[config.mk]
export PLATFORM = sky130hd
export DESIGN_NAME = demux16_router
export DESIGN_NICKNAME = d
export VERILOG_FILES = /design/src/rtl/demux16_router.sv
export SDC_FILE = /design/constraint.sdc
export NUM_CORES = 1
export LEC_CHECK = 0
export CAP_MARGIN = 10
export CORE_MARGIN = 2
export CORE_UTILIZATION = 53
export DETAILED_ROUTE_END_ITERATION = 10
export GPL_TIMING_DRIVEN = 0
export PLACE_DENSITY = 0.87
export RECOVER_POWER = 25
export SLEW_MARGIN = 20
export SYNTH_ARGS = -nofsm -noshare
export SYNTH_HDL_FRONTEND = slang
export SYNTH_SLANG_ARGS = --single-unit
export TNS_END_PERCENT = 50
[constraint.sdc]
create_clock -name clk -period 2.4 [get_ports clk]
set_input_delay 0.72 -clock clk [delete_from_list [all_inputs] [get_ports clk]]
set_output_delay 0.72 -clock clk [all_outputs]
set_load 0.01 [all_outputs]
[src/rtl/demux16_router.sv]
// ============================================================================
// demux16_router : buffered 1-to-2 word demultiplexer with per-output FIFOs
// Rev 1.0
// ============================================================================
`timescale 1ns/1ps
`default_nettype none

module demux16_router #(
  parameter int WIDTH = 16,
  parameter int DEPTH = 2,
  parameter int CNT_W = 8
) (
  input  logic             clk,
  input  logic             rst_n,
  input  logic [WIDTH-1:0] in_data,
  input  logic             in_valid,
  output logic             in_ready,
  input  logic             sel,
  output logic [WIDTH-1:0] out_a,
  output logic             out_a_valid,
  input  logic             out_a_ready,
  output logic [WIDTH-1:0] out_b,
  output logic             out_b_valid,
  input  logic             out_b_ready,
  output logic [CNT_W-1:0] cnt_a,
  output logic [CNT_W-1:0] cnt_b
);

  localparam int         AW      = $clog2(DEPTH);
  localparam logic [AW:0] PTR_ONE = (AW+1)'(1);
  localparam logic [CNT_W-1:0] CNT_ONE = CNT_W'(1);

  // Index 0 is output A, index 1 is output B
  logic             w_full      [2];
  logic             w_empty     [2];
  logic             w_push      [2];
  logic             w_pop       [2];
  logic             w_out_ready [2];
  logic [WIDTH-1:0] w_head      [2];
  logic [CNT_W-1:0] w_cnt       [2];

  assign w_out_ready[0] = out_a_ready;
  assign w_out_ready[1] = out_b_ready;

  // Depends only on sel and pointer-derived full flags, never on the handshakes
  assign in_ready = sel ? !w_full[1] : !w_full[0];

  genvar gi;
  generate
    for (gi = 0; gi < 2; gi++) begin : g_fifo
      logic [WIDTH-1:0] r_mem [DEPTH];
      logic [AW:0]      r_wptr;
      logic [AW:0]      r_rptr;
      logic [CNT_W-1:0] r_cnt;

      assign w_empty[gi] = (r_wptr == r_rptr);
      assign w_full[gi]  = (r_wptr[AW] != r_rptr[AW]) &&
                           (r_wptr[AW-1:0] == r_rptr[AW-1:0]);
      assign w_push[gi]  = in_valid && in_ready && (sel == 1'(gi));
      assign w_pop[gi]   = !w_empty[gi] && w_out_ready[gi];
      assign w_head[gi]  = w_empty[gi] ? '0 : r_mem[r_rptr[AW-1:0]];
      assign w_cnt[gi]   = r_cnt;

      always_ff @(posedge clk or negedge rst_n) begin
        if (!rst_n) begin
          for (int k = 0; k < DEPTH; k++) begin
            r_mem[k] <= '0;
          end
          r_wptr <= '0;
          r_rptr <= '0;
          r_cnt  <= '0;
        end else begin
          if (w_push[gi]) begin
            r_mem[r_wptr[AW-1:0]] <= in_data;
            r_wptr                <= r_wptr + PTR_ONE;
          end
          if (w_pop[gi]) begin
            r_rptr <= r_rptr + PTR_ONE;
            r_cnt  <= r_cnt + CNT_ONE;
          end
        end
      end
    end
  endgenerate

  assign out_a       = w_head[0];
  assign out_a_valid = !w_empty[0];
  assign cnt_a       = w_cnt[0];
  assign out_b       = w_head[1];
  assign out_b_valid = !w_empty[1];
  assign cnt_b       = w_cnt[1];

endmodule

`default_nettype wire

======== Word level (Yosys, flattened, before mapping) ========
Index checks and enable logic that the tools add are counted.
storage, ports and cells
  register bits ........................... 88
  output and inout port bits .............. 51
  word-level logic and storage cells ...... 61
operators by class
  add/sub/neg operators ................... 6
  $lt $le $gt $ge ......................... 6
  equal/unequal tests ..................... 6
  mux-type cells .......................... 15
  bitwise gates (word level) .............. 5
  reductions and logical operators ........ 13
operators with widths
  operator                                                  number
  two-way mux 16 bit                                        10
  bitwise mux 32 bit                                        2
  demux 16 bit (select 1 bit)                               2
  adder 8 x 1 -> 8 bit, second input constant               2
  logical AND 1 bit                                         9
  adder 2 x 1 -> 2 bit, second input constant               4
  greater-or-equal comparator 2 bit, second input constant  4
  inverter 1 -> 2 bit                                       4
  == test 2 bit                                             2
  logical NOT 1 bit                                         4
  < comparator 2 x 1 -> 1 bit, second input constant        2
  == test 1 bit                                             2
  != test 1 bit                                             2
  two-way mux 1 bit                                         1
  inverter 1 bit                                            1

======== Longest topological paths before layout ========
  word-level depth ........................ 6
  mapped depth ............................ 6
  gate-level depth less buffers ........... 4

======== Least setup slack after synthesis ========
Ideal clock, no wire load.
  path type ............................... register to output
  start ................................... register g_fifo[0].r_rptr[1]
  end ..................................... output port out_a[10]
  arrival time ............................ 1.475 ns
  data required time ...................... 1.680 ns
  setup slack ............................. 0.205 ns
  stages on the path, launching flop included .. 7
  buffers on the path ..................... 3
  cell sequence ........................... dfrtp_1 > xnor2_1 > clkbuf_1 > and2_1 > buf_2 > buf_2 > nor2_1
between the ends
  word-level cells in the longest chain between the ends .. 2
ends and longest elaborated chain
  item                      RTL line  RTL
  start: declaration        53        logic [AW:0] r_rptr;
  start signal: assignment  78        r_rptr <= r_rptr + PTR_ONE;
  == test 2 bit             56        assign w_empty[gi] = (r_wptr == r_rptr);
  two-way mux 16 bit        61        assign w_head[gi] = w_empty[gi] ? '0 : r_mem[r_rptr[AW-1:0]];
  end: declaration          19        output logic [WIDTH-1:0] out_a,
No other way between the ends.

======== Final worst setup path ========
  start ................................... register g_fifo[1].r_rptr[0]
  end ..................................... output port out_b[9]
between the ends
  word-level cells in the longest chain between the ends .. 5
ends and longest elaborated chain
  item                                                   RTL line  RTL
  start: declaration                                     53
  start signal: assignment                               78
  inverter 1 -> 2 bit (implied by the code)              61
  two-way mux 16 bit (implied by the code) (3 in a row)  61
  two-way mux 16 bit (*)                                 61
  end: declaration                                       22        output logic [WIDTH-1:0] out_b,
Every way passes the cells marked *; elsewhere a longest branch is shown, timed or not. The select of a mux whose other input is x is not followed.

==> run metrics <==
Design Area, Final ~5700 um^2; Skew-Pair Late Insertion Delay 0.35 ns; hold crit path type reg2reg; H-tree levels 3; headroom to the max-slew limit -0.181; Min Hold Slack 0.475 ns; Tmin final 2.48 ns; Startpoint Class flop; Area contributors post-synth dfrtp_1 53%, mux2_2 14%, mux2i_1 8.0%; post-synthesis sequential area ratio 0.535; 1st-pass router iterations 4; layout cell share with drive strength beyond 1 0.501; Util after Layout 0.755; Peak VDD IR 1.24 mV; initial antenna violation count 0; Unique masters post-synth 32; Syn Nets about 330; routability cong. about 0.76; vias in the first global route about 3,200; final worst slack -0.0847 ns; post-DP HPWL 5810 um; placed cell areas 4990 um^2; grt total ovfl 0; Synth top area share 0.535; Clock Power Share 0.091; synth warn 0; Area Growth Syn to Fin 39.6%; CTS tree yes; syn avg cell area between 10 and 15 um^2; Flop pwr share 0.281; Die Y 92.1 um; Post-DRT Antenna Nets 0; nets@finish 439; violated checks max-capacitance violations, max-slew violations, negative setup slack; critical path class reg2out; I/O Pins 73; cts bufs inserted 9; Final period util 1.04; CTS Root Cell clkbuf_8; Clock Path Buffers 2; Total Neg Setup Slack -0.158 ns; DR DRC count 0; Initial Util 0.541; final slew viol count 34; outcome finished, violations left; CTS clk-pin slew, worst paths 0.09 ns; sw power 0.00412 W; Setup Skew between 0.007 and 0.008 ns; WP data required 1.68 ns; Crit. End Element primary output; Power per Cell Area 1780 nW/um^2; routed vias/inst 5.69; GRT Util Overall 0.250; Slew @ Worst Pin 1.77 ns; die area 8490 um^2; cts hold-fix bufs 0; final-report hold violation count 0; RSZ-0062 raised after global routing yes; largest net degree at the start of global routing 57; Post-Syn Area between 4000 and 5000 um^2; Switching Share 0.403; Detailed Route Iter0 Violations 162; post-DR wirelength/cell between 20 and 25 um; Cell Int Power 0.00611 W; DRT Wirelength 10,700 um; row cnt 32; Logic pwr share 0.628; DIE WIDTH 92.1 um; core area between 7000 and 8000 um^2; max_cap viols 1; upper clock frequency limit 402 MHz; area leader, netlist dfrtp_1; synthesized flop and latch total 88; Port-buffer cells slightly above 70; first-pass GRT wire length 16,100 um; CTS sink cnt about 90; Worst EP arrival about 1.8 ns; Antenna Diode Count 0; final setup violation count 7; Syn Inst Count 310; CP Max Fanout 5; via count a little under 3,000; Leak Pwr 2.53 nW
[synthesized netlist by cell type]
master      n
mux2_4     10
a2111oi_1   1
o211ai_2    1
inv_1       4
buf_2      12
a21oi_2     1
ha_1        2
a211oi_4    1
nor2_1     32
o21ai_0     2
dfrtp_1    88
a211oi_1    4
a21oi_1     7
xnor2_1     8
o2111ai_4   1
nand2_1     9
xor2_1     16
nor3b_1     1
nand4_1     6
a21bo_2     2
buf_6       2
a2111oi_2   1
mux2i_1    33
clkbuf_1    1
a31oi_1     1
mux2_2     52
mux2_1      4
and2_1      2
o211ai_1    2
xnor2_2     2
nor2b_1     1
nand3b_1    1
[kinds of logic (layout without fill, tap and decap cells)]
family / after synthesis / count (layout) / share of synthesized area
compound gates: 24 / 24 / 0.0508
fa+ha+maj: 2 / 2 / 0.00608
buf+inv: 19 / 128 / 0.0246
flops: 88 / 88 / 0.535
mux: 99 / 99 / 0.270
simple gates: 52 / 52 / 0.0547
xor+xnor: 26 / 26 / 0.0590
[sequential cells by signal, indices dropped and copies added (netlist names)]
register / cells
g_fifo.r_mem: 64
cnt_a: 8
g_fifo.r_rptr: 4
cnt_b: 8
g_fifo.r_wptr: 4
[cells in the final DEF, fill, tap and decap left out, drive strengths merged, types with 5 or more instances in the layout]
cell and instances:
mux2 66, xor2 16, nor2 32, buf 68
a211oi 5, clkdlybuf4s50 35, xnor2 10, nand2 9
dfrtp 88, clkbuf 17, nand4 6, a21oi 8
mux2i 33
[metrics by stage]
stage                     std cells  setup slack, ns  total power (W)
after detailed placement        485           -0.593          0.00729
final                           521          -0.0847           0.0102
after CTS                       512          -0.0484          0.00920
after floorplan                 310            0.205          0.00525
after global routing            521           -0.135           0.0107
after global placement          484            -2.40          0.00713
[power by group through the flow]
| stage | Clock (W) | Combinational, W | Sequential [W] |
|---|---|---|---|
| after CTS | 0.000935 | 0.00550 | 0.00277 |
| after floorplan | 0 | 0.00261 | 0.00263 |
| final | 0.000930 | 0.00642 | 0.00288 |
| after global placement | 0 | 0.00448 | 0.00266 |
| after global routing | 0.00102 | 0.00675 | 0.00295 |
| after detailed placement | 0 | 0.00458 | 0.00271 |
[metal layers]
| metal | GRT usage | share of wire |
|---|---|---|
| met4 | 0.0796 | 0.017 |
| met5 | 0 | 0 |
| met2 | 0.420 | 0.53 |
| met3 | 0.0624 | 0.042 |
| met1 | 0.320 | 0.41 |
[cell type report]
cell class              instances  area [um^2]
plain buffers                  13          181
clock buffers                  12          155
clock inverters                 3         17.5
fillers                       454         1860
inverters                       4         20.0
multi-input cells             203         2160
flip-flops and latches         88         2210
well taps                     102          128
repair buffers                 96          877
[critical path, cell delays in order (launching register included)]
cell,delay [ns]
dfrtp_1,0.39
buf_6,0.14
xnor2_4,0.12
and2_4,0.16
buf_8,0.14
buf_16,0.15
nor2_2,0.14
buf_2,0.16
[worst paths after layout]
kind                                     start                   to  slack, ns  depth (start not counted)
min                                   cnt_b[7]             cnt_b[7]       0.47                          1
min reg2reg                           cnt_b[7]             cnt_b[7]       0.47                          1
min in group asynchronous                rst_n             cnt_b[6]       0.83                          1
max reg2reg                g_fifo[0].r_rptr[1]  g_fifo[0].r_mem[23]       0.23                          6
max                        g_fifo[1].r_rptr[0]             out_b[9]      -0.08                          7
max in group asynchronous                rst_n  g_fifo[1].r_mem[19]       0.30                          2
[timing repair]
| action | CTS | global route |
|---|---|---|
| gates cloned | 4 | 1 |
| resized for setup | 204 | 70 |
| setup buffers | 9 | 9 |
| setup endpoints to repair | 52 | 50 |
| pin swaps | 10 | 12 |
No activity file was read; power rests on OpenSTA's default activity.
